--- src/rtl/game_sequencer.sv ---
`default_nettype none
// ============================================================================
// Module   : game_sequencer
// Purpose  : Flappy VGA game-flow controller. Debounces the start and jump
//            buttons, runs the IDLE/ARM/RUN/LOSE flow, divides Frame_Tick
//            into pipe/bird step enables and keeps the lose-screen flash.
// Options  : HIGH_SCORE_EN - when defined, keeps the best score since reset;
//            otherwise High_Score is tied to zero.
// Revision : 1.0 - initial release
// ============================================================================
module game_sequencer #(
  parameter int DEBOUNCE_CYCLES = 500000,
  parameter int PIPE_DIV        = 1,
  parameter int BIRD_DIV        = 2,
  parameter int FLASH_DIV       = 16
) (
  input  logic       Clk,
  input  logic       reset_n,
  input  logic       BtnStart,
  input  logic       BtnJump,
  input  logic       Frame_Tick,
  input  logic       Collide,
  input  logic [3:0] Score,
  output logic       Clear,
  output logic       Pipe_Step,
  output logic       Bird_Step,
  output logic       Jump_Pulse,
  output logic       Q_Idle,
  output logic       Q_Run,
  output logic       Q_Lose,
  output logic       Flash,
  output logic [3:0] High_Score
);

  localparam logic [19:0] C_DEB_LAST     = 20'(DEBOUNCE_CYCLES - 1);
  localparam logic [3:0]  C_PIPE_RELOAD  = 4'(PIPE_DIV - 1);
  localparam logic [3:0]  C_BIRD_RELOAD  = 4'(BIRD_DIV - 1);
  localparam logic [5:0]  C_FLASH_RELOAD = 6'(FLASH_DIV - 1);

  typedef enum logic [1:0] {
    S_IDLE = 2'd0,
    S_ARM  = 2'd1,
    S_RUN  = 2'd2,
    S_LOSE = 2'd3
  } state_t;

  // ---------------------------------------------------------------------------
  // Button conditioning: bit 0 = start, bit 1 = jump
  // ---------------------------------------------------------------------------
  logic [1:0] w_btn_raw;
  logic [1:0] w_press;
  assign w_btn_raw = {BtnJump, BtnStart};

  for (genvar gi = 0; gi < 2; gi++) begin : g_btn
    logic        sync1_q;
    logic        sync2_q;
    logic        acc_q;
    logic        prev_q;
    logic [19:0] cnt_q;

    // Two-flop synchroniser, stability counter and accepted-level tracking
    always_ff @(posedge Clk or negedge reset_n) begin
      if (!reset_n) begin
        sync1_q <= 1'b0;
        sync2_q <= 1'b0;
        acc_q   <= 1'b0;
        prev_q  <= 1'b0;
        cnt_q   <= 20'd0;
      end else begin
        sync1_q <= w_btn_raw[gi];
        sync2_q <= sync1_q;
        prev_q  <= acc_q;
        if (sync2_q == acc_q) begin
          cnt_q <= 20'd0;
        end else if (cnt_q == C_DEB_LAST) begin
          acc_q <= sync2_q;
          cnt_q <= 20'd0;
        end else begin
          cnt_q <= cnt_q + 20'd1;
        end
      end
    end

    // Rising edge of the accepted level is the press pulse
    assign w_press[gi] = acc_q & ~prev_q;
  end

  logic w_start_p;
  logic w_jump_p;
  assign w_start_p = w_press[0];
  assign w_jump_p  = w_press[1];

  // ---------------------------------------------------------------------------
  // Game flow state machine and frame dividers
  // ---------------------------------------------------------------------------
  state_t     state_q, state_d;
  logic [3:0] pipe_cnt_q, pipe_cnt_d;
  logic [3:0] bird_cnt_q, bird_cnt_d;
  logic [5:0] flash_cnt_q, flash_cnt_d;
  logic       flash_q, flash_d;
  logic       pipe_step_q, pipe_step_d;
  logic       bird_step_q, bird_step_d;
  logic       clear_q, clear_d;
  logic       w_new_best;

`ifdef HIGH_SCORE_EN
  logic [3:0] hs_q, hs_d;
  assign w_new_best = (Score > hs_q);
`else
  logic w_unused_score;
  assign w_unused_score = ^Score;
  assign w_new_best     = 1'b0;
`endif

  // Next-state, divider and step-enable decode
  always_comb begin
    state_d     = state_q;
    pipe_cnt_d  = pipe_cnt_q;
    bird_cnt_d  = bird_cnt_q;
    flash_cnt_d = flash_cnt_q;
    flash_d     = flash_q;
    pipe_step_d = 1'b0;
    bird_step_d = 1'b0;
    clear_d     = 1'b0;
`ifdef HIGH_SCORE_EN
    hs_d        = hs_q;
`endif
    case (state_q)
      S_IDLE: begin
        if (w_start_p) state_d = S_ARM;
      end
      S_ARM: begin
        // First tick only aligns the dividers to the frame; no step yet
        if (Frame_Tick) begin
          state_d    = S_RUN;
          pipe_cnt_d = C_PIPE_RELOAD;
          bird_cnt_d = C_BIRD_RELOAD;
        end
      end
      S_RUN: begin
        // A collision takes priority over any step on the same tick
        if (Collide) begin
          state_d     = S_LOSE;
          flash_cnt_d = C_FLASH_RELOAD;
          flash_d     = 1'b0;
`ifdef HIGH_SCORE_EN
          if (w_new_best) hs_d = Score;
`endif
        end else if (Frame_Tick) begin
          if (pipe_cnt_q == 4'd0) begin
            pipe_step_d = 1'b1;
            pipe_cnt_d  = C_PIPE_RELOAD;
          end else begin
            pipe_cnt_d  = pipe_cnt_q - 4'd1;
          end
          if (bird_cnt_q == 4'd0) begin
            bird_step_d = 1'b1;
            bird_cnt_d  = C_BIRD_RELOAD;
          end else begin
            bird_cnt_d  = bird_cnt_q - 4'd1;
          end
        end
      end
      S_LOSE: begin
        if (w_start_p) begin
          state_d = S_IDLE;
          clear_d = 1'b1;
          flash_d = 1'b0;
        end else if (Frame_Tick) begin
          if (flash_cnt_q == 6'd0) begin
            flash_d     = ~flash_q;
            flash_cnt_d = C_FLASH_RELOAD;
          end else begin
            flash_cnt_d = flash_cnt_q - 6'd1;
          end
        end
      end
      default: state_d = S_IDLE;
    endcase
  end

  // State, divider and registered-output flops; Clear is held during reset
  always_ff @(posedge Clk or negedge reset_n) begin
    if (!reset_n) begin
      state_q     <= S_IDLE;
      pipe_cnt_q  <= 4'd0;
      bird_cnt_q  <= 4'd0;
      flash_cnt_q <= 6'd0;
      flash_q     <= 1'b0;
      pipe_step_q <= 1'b0;
      bird_step_q <= 1'b0;
      clear_q     <= 1'b1;
    end else begin
      state_q     <= state_d;
      pipe_cnt_q  <= pipe_cnt_d;
      bird_cnt_q  <= bird_cnt_d;
      flash_cnt_q <= flash_cnt_d;
      flash_q     <= flash_d;
      pipe_step_q <= pipe_step_d;
      bird_step_q <= bird_step_d;
      clear_q     <= clear_d;
    end
  end

`ifdef HIGH_SCORE_EN
  // Best score since reset
  always_ff @(posedge Clk or negedge reset_n) begin
    if (!reset_n) hs_q <= 4'd0;
    else          hs_q <= hs_d;
  end
  assign High_Score = hs_q;
`else
  assign High_Score = 4'd0;
`endif

  assign Clear      = clear_q;
  assign Pipe_Step  = pipe_step_q;
  assign Bird_Step  = bird_step_q;
  assign Flash      = flash_q;
  assign Q_Idle     = (state_q == S_IDLE);
  assign Q_Run      = (state_q == S_RUN);
  assign Q_Lose     = (state_q == S_LOSE);
  // Jumps only count while flying and not on the collision cycle
  assign Jump_Pulse = w_jump_p & (state_q == S_RUN) & ~Collide;

endmodule
`default_nettype wire

--- config.mk ---
export PLATFORM = sky130hd
export DESIGN_NAME = game_sequencer
export DESIGN_NICKNAME = d
export VERILOG_FILES = /design/src/rtl/game_sequencer.sv
export SDC_FILE = /design/constraint.sdc
export NUM_CORES = 1
export LEC_CHECK = 0
export ABC_AREA = 1
export ABC_CLOCK_PERIOD_IN_PS = 1750
export CORE_MARGIN = 1
export CORE_UTILIZATION = 60
export DETAILED_ROUTE_END_ITERATION = 8
export PLACE_DENSITY = 0.8
export SLEW_MARGIN = 20
export SYNTH_ARGS = -nofsm -noshare
export SYNTH_HDL_FRONTEND = slang
export SYNTH_SLANG_ARGS = --single-unit
--- constraint.sdc ---
create_clock -name Clk -period 1.75 [get_ports Clk]
set_clock_uncertainty 0.1 [all_clocks]
set_input_delay 0.525 -clock Clk [delete_from_list [all_inputs] [get_ports Clk]]
set_output_delay 0.525 -clock Clk [all_outputs]
set_load 0.05 [all_outputs]
==> results.json <==
{
  "nFillCells": 432,
  "setup_viol": 4,
  "synth_warnings": 0,
  "avgSynthCellArea_um2": 7.88,
  "n_antenna_cell": 0,
  "drt-initial-drc-count": 177,
  "fin_nets": 541,
  "violations": "setup timing",
  "clkSinkCount": 68,
  "die_area_um2": 6610,
  "netlist.area_leader.share": 0.444,
  "crit_arrival_ns": 1.40,
  "globalRoute.totalOverflow": 0,
  "syn_area_um2": 3770,
  "die_w_um": 81.3,
  "grt.total_usage": 0.264,
  "critPathMaxStageDelay_ns": 0.42,
  "die-height_um": 81.3,
  "p_per_area_nw_per_um2": 796,
  "p_leak_nw": 1.98,
  "drcViolationCount": 0,
  "ir_worst_vdd_uv": 563,
  "drv_cap": 0,
  "fin_cells": 599,
  "ys_seq_area_frac": 0.451,
  "routedWlPerCell_um": 12.9,
  "via_per_inst": 5.21,
  "finalHoldViolCount": 0,
  "worst_setup_path_start_kind": "flop",
  "start_util": 0.630,
  "setup_ws_ns": -0.276,
  "grt_pass1_vias": 3102,
  "io_buffers": 13,
  "clk_latency_ns": 0.34,
  "path_cells": "inv_2 > ha_4 > nand2_4 > inv_2 > nand2_2 > nor2_4 > buf_12",
  "path_common_cell": "inv_2",
  "run_status": "finished with violations",
  "htreeDepth": 3,
  "row_count": 28,
  "ys_seq_elements": 68,
  "antenna_found_initial": 0,
  "crit_type": "flop to output port",
  "ys_types": 32,
  "clockBufferDepth": 2,
  "rsz0062_at_grt": "yes",
  "crit_slowest_cell": "dfrtp_1",
  "finalCritPeriodShare": 1.16,
  "syn-instance-count": 479,
  "grt_pass1_wl_mm": 13.3,
  "area_growth_pct": 19.7,
  "critPathTopFamily": "flip-flops",
  "io_pins": 22,
  "synth_area_leaders": "dfrtp_1 44%, nor2_1 9.3%, nand2_1 8.7%",
  "coreArea_um2": 5990,
  "num_vias": 3123,
  "root_buffer": "clkbuf_8",
  "critPathBufInv": 3,
  "fmax_ghz": 0.494,
  "min_period_ns": 2.03,
  "cts_tree": "yes",
  "maxSlewViolCount": 0,
  "cp-end-kind": "output port",
  "drtAntennaViolNets": 0,
  "hold_path.class": "flop to flop",
  "grt_max_degree": 44,
  "hpwl_mm": 5.47,
  "dp.cells": 577,
  "gp_congestion": 0.905,
  "drive_above_1_share": 0.191,
  "path_max_fanout": 3,
  "cts_made_buffers": 9,
  "wl_mm": 7.71,
  "clkTransAtPathRegs_ns": 0.07,
  "yosysTopAreaCell": "dfrtp_1",
  "dp_slack_ns": -0.331,
  "dr.pass1.iters": 4,
  "required_ns": 1.12
}
cells in the mapped netlist:
library cell	count
a211oi_2	1
a21oi_1	6
a31oi_1	1
and2_1	3
buf_2	1
buf_4	5
conb_1	1
dfrtp_1	67
dfstp_2	1
ha_1	12
inv_1	64
inv_2	4
nand2_1	87
nand2_2	9
nand3_1	38
nand3_2	3
nand3b_1	2
nand4_1	6
nor2_1	93
nor2_2	13
nor2_4	4
nor3_1	6
nor3_2	1
nor3b_1	1
nor3b_2	1
o21ai_0	11
o21ai_1	7
o22ai_1	6
or2_2	1
xnor2_1	6
xor2_1	16
xor2_2	2
cell type report:
class,instances,area (um2),share of cell area
flip-flops and latches,68,1700,0.377
clock buffers,12,145,0.0321
inverters,68,255,0.0565
repair buffers,32,369,0.0817
well taps,75,93.8,0.0208
multi-input cells,340,1880,0.415
clock inverters,4,72.6,0.0161
layer usage:
metal  global-route usage  part of all wire  up-vias
li1                     -                 -     1571
met1                0.325              0.46     1483
met2                0.458              0.50       56
met3               0.0416             0.033       13
met4                0.105             0.015        0
met5                    0                 0        -
metrics by stage:
stage	area, um2	util	total power [mW]	hold WS, ns	TNS [ns]
floorplan	3820	-	2.03	0.129	-0.0657
global placement	4180	0.698	2.18	0.235	-2.89
detailed placement	4180	0.698	2.20	0.240	-3.71
CTS	4470	0.746	3.60	0.256	-0.732
global route	4520	0.754	3.74	0.263	-1.17
finish	4520	0.754	3.59	0.254	-0.803
registers in the layout, summed over array words and instances (netlist names), 2 cells and up:
signal         cells
bird_cnt_q         4
g_btn.cnt_q       40
g_btn.sync2_q      2
pipe_cnt_q         4
g_btn.acc_q        2
g_btn.prev_q       2
flash_cnt_q        6
state_q            2
g_btn.sync1_q      2
cell families after synthesis:
| kind of cell | Yosys count | synth area share |
|---|---|---|
| and+or+nand+nor | 268 | 0.322 |
| buffers and inverters | 74 | 0.0789 |
| DFF | 68 | 0.451 |
| AOI/OAI and AO/OA | 32 | 0.0468 |
| xor gates and xnor gates | 24 | 0.0597 |
| adders and majority gates | 12 | 0.0398 |
| other | 1 | 0.000994 |
path summary, 6_finish.rpt:
path	start	end	slack, ns	cells after the start
min	g_btn[0].sync1_q	g_btn[0].sync2_q	0.25	0
max	state_q[0]	Jump_Pulse	-0.28	7
min in group asynchronous	reset_n	g_btn[1].prev_q	0.53	2
min reg2reg	g_btn[0].sync1_q	g_btn[0].sync2_q	0.25	0
max reg2reg	state_q[0]	flash_cnt_q[0]	0.05	8
max in group asynchronous	reset_n	state_q[1]	0.47	3
layout by cell type (no fill, tap or decap), drive strengths merged, types with 2 or more instances in the layout:
cell             n
nand3b           2
a21oi            6
ha              12
nor3             7
nand4            6
nor2           110
xnor2            6
o22ai            6
nand2           96
and2             3
dfrtp           67
conb             4
buf             27
clkbuf          12
clkdlybuf4s50    3
bufinv           2
nand3           41
nor3b            2
xor2            18
inv             68
o21ai           18
power by group:
group          switching [mW]  internal (mW)  total, mW
registers              0.0748           1.66       1.74
clock network           0.588          0.841       1.43
logic                   0.261          0.170      0.431
total                   0.923           2.67       3.59
timing repair:
action,4_1_cts,5_1_grt
hold buffers,1,0
resized for setup,7,15
hold endpoints to repair,11,0
buffers inserted,4,2
pin swaps,2,5
setup endpoints to repair,4,21
No activity file was read; power rests on OpenSTA's default activity.
